==> config.mk <==
export PLATFORM = sky130hd
export DESIGN_NAME = msj_angle_spi_reader
export DESIGN_NICKNAME = d
export VERILOG_FILES = /design/src/rtl/msj_angle_spi_reader.sv
export SDC_FILE = /design/constraint.sdc
export NUM_CORES = 1
export LEC_CHECK = 0
export CORE_UTILIZATION = 50
export DETAILED_ROUTE_END_ITERATION = 6
export PLACE_DENSITY = 0.76
export SYNTH_ARGS = -nofsm -noshare
export SYNTH_HDL_FRONTEND = slang
export SYNTH_SLANG_ARGS = --single-unit
==> constraint.sdc <==
create_clock -name clock -period 3 [get_ports clock]
set_input_delay 0.6 -clock clock [delete_from_list [all_inputs] [get_ports clock]]
set_output_delay 0.6 -clock clock [all_outputs]
set_load 0.01 [all_outputs]
==> src/rtl/msj_angle_spi_reader.sv <==
// Round-robin SPI mode-1 master polling AS5048-style 14-bit angle sensors.
// Optional feature macro MSJ_ANGLE_ERRCNT_EN adds saturating per-sensor error counters.
module msj_angle_spi_reader #(
  parameter int NUM_SENSORS = 8,
  parameter int CLK_DIV     = 4,
  parameter int GAP_CYCLES  = 8
) (
  input  logic                      clock,
  input  logic                      reset,
  input  logic                      enable,
  input  logic                      angle_miso,
  output logic                      angle_mosi,
  output logic                      angle_sck,
  output logic [NUM_SENSORS-1:0]    angle_ss_n_o,
  output logic [14*NUM_SENSORS-1:0] angles,
  output logic [NUM_SENSORS-1:0]    angle_valid,
  output logic                      sweep_done,
  output logic                      busy
`ifdef MSJ_ANGLE_ERRCNT_EN
  ,
  output logic [16*NUM_SENSORS-1:0] error_count
`endif
);

  localparam int              IW       = (NUM_SENSORS > 1) ? $clog2(NUM_SENSORS) : 1;
  localparam logic [15:0]     DIV_LAST = 16'(CLK_DIV - 1);
  localparam logic [15:0]     GAP_LAST = 16'(GAP_CYCLES - 1);
  localparam logic [IW-1:0]   IDX_LAST = IW'(NUM_SENSORS - 1);
  localparam logic [15:0]     TX_WORD  = 16'hFFFF;

  typedef enum logic [2:0] {
    IDLE     = 3'd0,
    CS_SETUP = 3'd1,
    SHIFT    = 3'd2,
    CS_HOLD  = 3'd3,
    GAP      = 3'd4
  } state_t;

  state_t                 state_r, state_s;
  logic [15:0]            cnt_r, cnt_s;
  logic [3:0]             bit_r, bit_s;
  logic                   phase_r, phase_s;
  logic [IW-1:0]          idx_r, idx_s;
  logic [15:0]            rx_r, rx_s;
  logic                   done_s, done_r;
  logic                   eval_r;
  logic [NUM_SENSORS-1:0] sel_s, ss_n_r;
  logic                   sck_r, mosi_r, busy_r;
  logic [13:0]            ang_r [NUM_SENSORS];
  logic [NUM_SENSORS-1:0] valid_r;
`ifdef MSJ_ANGLE_ERRCNT_EN
  logic [15:0]            err_r [NUM_SENSORS];
`endif

  function automatic logic even_parity(input logic [15:0] w);
    return ~(^w);
  endfunction

  // Bit 14 is the sensor's error flag; the word must also carry even parity.
  function automatic logic frame_ok(input logic [15:0] w);
    return even_parity(w) && (w[14] == 1'b0);
  endfunction

  // Next-state, counters and receive shift register.
  always_comb begin
    state_s = state_r;
    cnt_s   = cnt_r + 16'd1;
    bit_s   = bit_r;
    phase_s = phase_r;
    idx_s   = idx_r;
    rx_s    = rx_r;
    done_s  = 1'b0;
    case (state_r)
      IDLE: begin
        cnt_s = 16'd0;
        if (enable) begin
          idx_s   = '0;
          state_s = CS_SETUP;
        end else begin
          state_s = IDLE;
        end
      end
      CS_SETUP: begin
        if (cnt_r == DIV_LAST) begin
          cnt_s   = 16'd0;
          bit_s   = 4'd0;
          phase_s = 1'b1;
          state_s = SHIFT;
        end else begin
          state_s = CS_SETUP;
        end
      end
      SHIFT: begin
        // phase 1 = sck high half; sample miso at the edge where sck falls
        if (cnt_r == DIV_LAST) begin
          cnt_s = 16'd0;
          if (phase_r) begin
            phase_s = 1'b0;
            rx_s    = {rx_r[14:0], angle_miso};
          end else if (bit_r == 4'd15) begin
            state_s = CS_HOLD;
          end else begin
            bit_s   = bit_r + 4'd1;
            phase_s = 1'b1;
          end
        end else begin
          state_s = SHIFT;
        end
      end
      CS_HOLD: begin
        if (cnt_r == DIV_LAST) begin
          cnt_s   = 16'd0;
          state_s = GAP;
        end else begin
          state_s = CS_HOLD;
        end
      end
      GAP: begin
        if (cnt_r == GAP_LAST) begin
          cnt_s = 16'd0;
          if (idx_r != IDX_LAST) begin
            idx_s   = idx_r + IW'(1);
            state_s = CS_SETUP;
          end else begin
            done_s  = 1'b1;
            idx_s   = '0;
            state_s = enable ? CS_SETUP : IDLE;
          end
        end else begin
          state_s = GAP;
        end
      end
      default: begin
        cnt_s   = 16'd0;
        state_s = IDLE;
      end
    endcase
  end

  // One-hot-low select for the state being entered.
  always_comb begin
    sel_s = '1;
    if ((state_s == CS_SETUP) || (state_s == SHIFT) || (state_s == CS_HOLD)) begin
      sel_s[idx_s] = 1'b0;
    end else begin
      sel_s = '1;
    end
  end

  // FSM registers and registered bus pins.
  always_ff @(posedge clock) begin
    if (reset) begin
      state_r <= IDLE;
      cnt_r   <= 16'd0;
      bit_r   <= 4'd0;
      phase_r <= 1'b0;
      idx_r   <= '0;
      rx_r    <= 16'd0;
      eval_r  <= 1'b0;
      done_r  <= 1'b0;
      ss_n_r  <= '1;
      sck_r   <= 1'b0;
      mosi_r  <= 1'b0;
      busy_r  <= 1'b0;
    end else begin
      state_r <= state_s;
      cnt_r   <= cnt_s;
      bit_r   <= bit_s;
      phase_r <= phase_s;
      idx_r   <= idx_s;
      rx_r    <= rx_s;
      // results land one cycle after the select rises
      eval_r  <= (state_r == CS_HOLD) && (state_s == GAP);
      done_r  <= done_s;
      ss_n_r  <= sel_s;
      sck_r   <= (state_s == SHIFT) && phase_s;
      busy_r  <= (state_s != IDLE);
      if (state_s != SHIFT) begin
        mosi_r <= 1'b0;
      end else if (phase_s && !phase_r) begin
        mosi_r <= TX_WORD[~bit_s];
      end else begin
        mosi_r <= mosi_r;
      end
    end
  end

  // Per-sensor result registers, written once per completed frame.
  always_ff @(posedge clock) begin
    if (reset) begin
      for (int i = 0; i < NUM_SENSORS; i++) begin
        ang_r[i] <= 14'd0;
`ifdef MSJ_ANGLE_ERRCNT_EN
        err_r[i] <= 16'd0;
`endif
      end
      valid_r <= '0;
    end else if (eval_r) begin
      if (frame_ok(rx_r)) begin
        ang_r[idx_r]   <= rx_r[13:0];
        valid_r[idx_r] <= 1'b1;
      end else begin
        valid_r[idx_r] <= 1'b0;
`ifdef MSJ_ANGLE_ERRCNT_EN
        if (err_r[idx_r] != 16'hFFFF) begin
          err_r[idx_r] <= err_r[idx_r] + 16'd1;
        end else begin
          err_r[idx_r] <= err_r[idx_r];
        end
`endif
      end
    end else begin
      valid_r <= valid_r;
    end
  end

  for (genvar g = 0; g < NUM_SENSORS; g++) begin : g_pack
    assign angles[14*g +: 14] = ang_r[g];
`ifdef MSJ_ANGLE_ERRCNT_EN
    assign error_count[16*g +: 16] = err_r[g];
`endif
  end

  assign angle_ss_n_o = ss_n_r;
  assign angle_sck    = sck_r;
  assign angle_mosi   = mosi_r;
  assign angle_valid  = valid_r;
  assign sweep_done   = done_r;
  assign busy         = busy_r;

endmodule

# Word level (Yosys, flattened, before mapping)
# Memory sizes are Yosys's and may differ from the RTL's. A register that Yosys moved wholly into a read port is not among the register bits.
# Cells that the tools add are included.
# totals
regBits	63
ramBits	112
rom_bits	16
n_memories	2
# op_classes
add_sub_neg	3
n_lt_le_gt_ge	4
eq_ne	13
n_mux	41
bitwise_logic	10
reduce_logical	18
# memory_table
memory	depth	width	rd	rd_clocked_by_memory_dff	wr	line	text
ang_r	8	14	8	0	8	49	logic [13:0] ang_r [NUM_SENSORS];
(name not given)	16	1	1	1	0	181	mosi_r <= TX_WORD[~bit_s];
# op_table
op	count
$mux 16	2
$pmux 16 s2	1
$mux 3	9
$add 16x1->16 const B	1
$eq 16x2->1 const B	1
$eq 16x3->1 const B	1
$mux 1	16
$mux 4	4
$not 8->8	2
$reduce_xor 16->1	1
$pmux 3 s5	1
$mux 14	1
$reduce_or 14->1	1
$eq 3x2->1 const B	4
$and 8x8->8	1
$lt 3x4->1 const B	2
$mux 8	1
$or 8x8->8	1
$pmux 4 s2	1
$demux 1 s3	2
$eq 3x1->1 const B	2
$eq 3x3->1 const B	2
$ge 3x1->1 const B	2
$logic_and 1x1->1	6
other kinds (17)	24

# Logic depth before layout (Yosys ltp)
# depth
depth_word	10
depth_mapped	9
depth_no_buf	7

# Least setup slack after synthesis
# No wires, ideal clock.
# synth_timing
kind	flip-flop to flip-flop
startpoint	register rx_r[13]
endpoint	memory ang_r[0][0] (enable)
arrival_time_ns	2.083
slack_ns	0.529
path_stages_with_launch	8
path_buffers	1
synth_period_minus_slack_ns	2.471
cell_sequence	dfxtp_1 xor2_1 xnor2_1 xnor2_1 xnor2_2 nand3_1 buf_2 o21bai_1
# synth_rtl
item	line	text
start: declaration	44	logic [15:0] rx_r, rx_s;
start signal: assignment	171	rx_r <= rx_s;
end: declaration	49	

==> implementation parameters <==
Parameter                              Value

Outcome
  Run status ... finished clean

Clocking
  CTS tree ... yes
  Number of levels the H-tree was split into ... 4
  Master cell of the clock root buffer ... sky130_fd_sc_hd__clkbuf_16
  Post-CTS resize count ... 0
  Number of clock sinks seen by CTS ... roughly 180
  Clock transition at path regs ... 0.06 ns
  Count of hold buffers inserted by post-cts repair ... 0
  Clock buffer count from CTS ... 17
  Post-CTS repair timing setup buffer count ... 0
  Clk_lat worst skew ... 0.43 ns
  Largest buffer count on any clock path ... 2

Power and ir drop
  Worst IR Drop VDD ... 0.000286 V
  Leak pwr ... 2.98 nW
  Areal power density over the cells ... 593 nW/um^2

Worst setup path
  Sum of buffers and inverters on the critical path ... 0
  Critical path startpoint category ... flip-flop
  Cell with the most instances on the worst path ... sky130_fd_sc_hd__xnor2_1
  Cell-by-cell trace of the critical path ... xor2_1, xnor2_1, xnor2_1, xnor2_2, nand3_1, o21bai_1
  Maximum single-stage delay on the critical path ... 1.00 ns
  WP data arrival ... 2.71 ns
  Crit. End Element ... flip-flop
  Slowest cell on crit path ... sky130_fd_sc_hd__o21bai_1
  Family with the most delay on the worst path ... compound AO/OA/AOI/OAI gates
  Data required time at the worst endpoint ... ~3.0 ns
  Critical path start-end classification ... reg -> reg
  Largest fanout of any net on the critical path ... 14

Placed design
  Input/output buffers ... 135
  Placed Instance Area ... 8420 sq um
  Sum of net half-perimeters after detailed placement ... approximately 11000 microns
  Routability cong. ... 0.887

Route
  Final Routed Wirelength ... around 15000 microns
  Overall via count from detail_route ... about 5000
  Pre-antenna DRT Iters ... 5
  WL/cell ... 16.0 microns
  Number of design rule violations left after detail routing ... 0
  Routed vias/inst ... 5.30
  Antenna-violating nets left ... 0
  Number of DRC violations after detailed-routing iteration 0 ... 435

Floorplan
  Placeable Area ... 13300 sq um
  Num rows ... 42
  X dimension of the die ... 120 microns
  Die Footprint ... 14300 sq um
  Die H ... 120 microns
  Num ports ... 136
  Effective utilization at floorplan ... 51.8%

GRT
  Maximum number of pins on one net before global-route repair ... 29
  First-pass GRT wire length ... about 25000 microns
  Via count of the first global-routing pass ... slightly below 5000
  Global-route congestion overflow total ... 0
  Antenna violations before repair ... 0
  All-Layer GR Usage ... around 22%

Yosys
  Count of flip-flops with a built-in enable after synthesis ... 112
  Most instantiated flip-flop cell in the synthesis netlist ... sky130_fd_sc_hd__edfxtp_1
  Library cells used by synthesis ... 48
  Post-synthesis share of cell area spent on and, or, nand and nor gates ... approximately a fifth
  Synth warnings ... 0
  Share of synthesized area spent on multiplexers ... 0.434%
  Summed instance area of the synthesized netlist ... 6920 sq um
  Adder-Cell Fraction of Synth Area ... less than 1%
  Mean instance size in the synthesized netlist ... 11.2 sq um
  Most common cell in the netlist ... sky130_fd_sc_hd__nor2_1
  Yosys reg bits ... 176
  Fraction of registers with async set or reset after synthesis ... 0%
  Most area-consuming cells after synthesis ... sky130_fd_sc_hd__edfxtp_1, sky130_fd_sc_hd__dfxtp_1, sky130_fd_sc_hd__nor2_1
  Share of Yosys cell area claimed by the top area cell type ... 48.6%
  Parity-gate share of the synthesized area counting xor and xnor cells ... 3.78%
  Sequential element share of the synthesized area ... roughly two thirds
  Gate count after technology mapping ... 620
  Main combinational cell family by area after synthesis ... simple AND/OR/NAND/NOR gates
  Syn Nets ... 628
  Cell taking the most area after synthesis ... sky130_fd_sc_hd__edfxtp_1
  Area fraction in compound gates after synthesis ... 5.08%
  List of most frequent post-synthesis cells ... sky130_fd_sc_hd__nor2_1, sky130_fd_sc_hd__edfxtp_1, sky130_fd_sc_hd__nand2_1

Timing
  Total negative slack for setup checks ... 0 ns
  Slew margin rel. ... 15.2%
  Post-route clock period utilization ... roughly nine tenths
  Hold Fails Final Rpt ... 0
  RSZ-0062 raised after global routing ... false
  Actual slew at the worst max-slew pin ... roughly 1.3 ns
  Minimum clock period after layout ... 2.67 ns
  Total of endpoints with negative setup slack in the final report ... 0
  Worst clock skew ... 0.00949 ns
  Final count of pins violating max slew ... 0
  Peak clock frequency supported by timing ... 0.374 GHz

Run
  Number of max-capacitance violations reported ... 0

Cells and area
  Finished Cell Area ... 9080 sq um
  Antenna diode instance count ... 0
  Fraction of final layout cells with drive strength greater than 1 ... 6.50%
  P&R area growth vs syn ... 31.3%
  Final #Nets ... 764

Worst hold path
  Worst Hold Class ... reg -> reg
## area by class of cell
class	instances	area [sq um]
multi-input cells	408	2090
fillers	998	4260
flip-flops and latches	176	4640
clock inverters	8	175
inverters	5	18.8
clock buffers	24	492
well taps	176	220
repair buffers	148	1450
## worst paths after layout
path / startpoint / depth (start not counted) / slack, ns / endpoint
worst max-delay path: rx_r[13] / 6 / 0.33 / ang_r[0][3]
worst min-delay path: cnt_r[0] / 1 / 0.45 / cnt_r[0]
worst max register to register: rx_r[13] / 6 / 0.33 / ang_r[0][3]
worst min register to register: cnt_r[0] / 1 / 0.45 / cnt_r[0]
## kinds of logic (layout without fill, tap and decap cells)
| family | Yosys count | in the layout |
|---|---|---|
| AND/OR/NAND/NOR | 312 | 312 |
| buffers and inverters | 36 | 185 |
| adder cells (fa/ha/maj) | 4 | 4 |
| flip-flops | 176 | 176 |
| multiplexers | 3 | 3 |
| XOR/XNOR | 29 | 29 |
| AO/OA/AOI/OAI | 60 | 60 |
## state kept, by name, indices dropped and copies added (netlist names), named ones only
register      count
ang_r           112
cnt_r            16
rx_r             16
angle_ss_n_o      8
bit_r             4
idx_r             3
state_r           3
angle_mosi        1
angle_sck         1
busy              1
eval_r            1
phase_r           1
sweep_done        1
## routing by layer
metal  global-route usage, %  vias to the layer above  share of wire (%)
met4                    7.58                        0                1.5
li1                        -                     2402                  -
met3                    4.75                       16                5.7
met2                    36.8                      194                 50
met5                       0                        -                  0
met1                    29.5                     2393                 43
## placed cells by master, fill, tap and decap left out, types with 5 or more instances in the layout
cell / netlist / final
sky130_fd_sc_hd__xnor2_1: 17 / 17
sky130_fd_sc_hd__bufinv_16: 0 / 5
sky130_fd_sc_hd__nand4_1: 8 / 8
sky130_fd_sc_hd__dfxtp_1: 64 / 64
sky130_fd_sc_hd__edfxtp_1: 112 / 112
sky130_fd_sc_hd__nor2_1: 157 / 157
sky130_fd_sc_hd__o21ai_0: 10 / 10
sky130_fd_sc_hd__nand2b_1: 12 / 12
sky130_fd_sc_hd__o31ai_1: 5 / 5
sky130_fd_sc_hd__clkbuf_16: 0 / 17
sky130_fd_sc_hd__a21oi_1: 31 / 31
sky130_fd_sc_hd__clkdlybuf4s50_1: 0 / 135
sky130_fd_sc_hd__nand3_1: 20 / 20
sky130_fd_sc_hd__nor3_1: 7 / 7
sky130_fd_sc_hd__nor2b_1: 6 / 6
sky130_fd_sc_hd__buf_4: 3 / 13
sky130_fd_sc_hd__xor2_1: 11 / 11
sky130_fd_sc_hd__nand2_1: 77 / 77
sky130_fd_sc_hd__inv_1: 5 / 5
## where the power goes
group | switching, mW | internal, mW
clock network | 0.880 | 1.57
logic | 0.130 | 0.138
registers | 0.0262 | 2.64
## per-stage QoR
step | hold WS (ns) | std cells | setup slack [ns] | total power [mW] | utilization (%)
after detailed placement | 0.446 | 913 | 0.338 | 2.99 | 63.1
final | 0.453 | 945 | 0.327 | 5.39 | 68.1
after global placement | 0.429 | 913 | 0.433 | 2.98 | 63.1
after global routing | 0.474 | 945 | 0.177 | 5.54 | 68.1
after CTS | 0.460 | 945 | 0.300 | 5.41 | 68.1
after floorplan | 0.418 | 620 | 0.529 | 2.81 | -
No activity file was read; power rests on OpenSTA's default activity.
==> patch, RTL diff (same settings) <==
The option `MSJ_ANGLE_ERRCNT_EN` is turned on by a define.
--- a/src/rtl/msj_angle_spi_reader.sv
+++ b/src/rtl/msj_angle_spi_reader.sv
@@ -1,5 +1,7 @@
 // Round-robin SPI mode-1 master polling AS5048-style 14-bit angle sensors.
 // Optional feature macro MSJ_ANGLE_ERRCNT_EN adds saturating per-sensor error counters.
+`define MSJ_ANGLE_ERRCNT_EN
+
 module msj_angle_spi_reader #(
   parameter int NUM_SENSORS = 8,
   parameter int CLK_DIV     = 4,
Behaviour (old outputs only; new: error_count): unchanged (equiv_simple and equiv_induct, registers matched by name and starting in step).
==> patch against the unedited design <==
Global-route usage increased by 5.6 points; power increased by 77%; sequential cell count increased by 128; routed wire length increased to 2.5 times the old value; setup slack got worse by 220 ps; area after synthesis increased by 92%; critical path type unchanged; largest cell class unchanged; final area increased by 98%.
==> patch: results (changes against the unedited design) <==
status=finished, final reports clean; worst vdd ir=0.000567 V (+98%); global-route wire length before repair=56600 um (+130%); violation count after the first detailed-routing iteration=1065 (+140%); Slew headroom=51.9% (+37 points); GR Util met1=36.8% (+7.3 points); sequential fraction of the synthesis area=63.8% (-3.3 points); Netlist cell types=60 (+25%); CP Max Fanout=18 (+4); Cells after Synth=1065 (+72%); htree depth=1 (-3); Pleak=6.26 nW (+110%); total track usage=28.0% (+5.6 points); number of global-route vias before repair=9695 (+100%); Num CTS Buffers=30 (+13); Buffers on Ports=263 (+95%); worst reg2reg setup slack=110 ps (-220 ps); largest cells by area after synthesis=edfxtp_1, dfxtp_1, and2_1; Max Root-Sink Buffers=3 (+1); synth cell count leaders=edfxtp_1, and2_1, nand2_1; 1st-pass router iterations=6 (+1); dpl hpwl=26200 um (+150%); FF-to-FF Start=idx_r[1]; routability cong.=0.893 (+0.67%); Final #Nets=1403 (+84%); Post-Route WL=38000 um (+150%); CP max stage delay=530 ps (-470 ps)
==> patch: changes by cell type after synthesis, moves of 7 or more <==
cell / before / now
and3_1: 4 / 11
a21oi_1: 31 / 39
clkbuf_1: 15 / 49
edfxtp_1: 112 / 240
mux2i_1: 3 / 15
nor3_1: 7 / 94
nor2_1: 157 / 100
nand2_1: 77 / 113
a211oi_1: 1 / 11
nand2b_1: 12 / 4
mux4_2: 0 / 31
and2_1: 1 / 117
mux2_2: 0 / 9
==> patch: cell type report <==
cell class	count	area [um^2]	area share, %
Clock buffer	35	769	4.28
Clock inverter	21	318	1.77
Inverter	10	37.5	0.209
Multi-Input combinational cell	685	4510	25.1
Sequential cell	304	8500	47.3
Tap cell	335	419	2.33
Timing Repair Buffer	363	3430	19.1
==> patch: cells by family after synthesis <==
| kind of cell | Yosys count | synth area share, % |
|---|---|---|
| xor+xnor | 31 | 2.04 |
| fa+ha+maj | 5 | 0.470 |
| compound gates | 91 | 4.58 |
| buf+inv | 76 | 2.68 |
| flops | 304 | 63.8 |
| simple gates | 499 | 18.7 |
| mux | 59 | 7.72 |
==> patch: routing by layer <==
layer / share of wire (%) / vias up / routed length [um]
met2: 48 / 596 / 18300
met3: 10 / 85 / 3980
li1: - / 4499 / -
met1: 38 / 4815 / 14600
met5: 0 / - / 0
met4: 3.0 / 0 / 1140
==> patch: worst max-delay path by stage <==
| stage | endpoint |
|---|---|
| after detailed placement | err_r[0][13] |
| after floorplan | ang_r[0][0] |
| after global routing | err_r[1][13] |
| after CTS | err_r[2][0] |
| after global placement | err_r[0][13] |
| final | err_r[1][13] |
==> patch: through the flow <==
step	util [%]	hold WS, ps	power [W]	area, um^2	TNS (ps)
after global routing	69.0	482	0.00977	18000	0
after CTS	68.7	450	0.00957	17900	0
after floorplan	-	418	0.00507	13300	-17780
after detailed placement	64.6	436	0.00551	16800	-409
final	69.0	448	0.00954	18000	0
after global placement	64.6	427	0.00550	16800	0
==> patch: power breakdown <==
| part | total (W) | leakage, nW | internal, W | switching [W] |
|---|---|---|---|---|
| Combinational | 0.000646 | 2.90 | 0.000331 | 0.000315 |
| Sequential | 0.00478 | 2.85 | 0.00469 | 0.0000896 |
| Clock | 0.00412 | 0.519 | 0.00252 | 0.00160 |
| Total | 0.00954 | 6.26 | 0.00754 | 0.00200 |
==> patch: repair_timing <==
action,4_1_cts,5_1_grt
resized for setup,3,8
buffers inserted,0,4
endpoints found under the hold margin,0,0
pin swaps,0,2
setup endpoints to repair,26,82
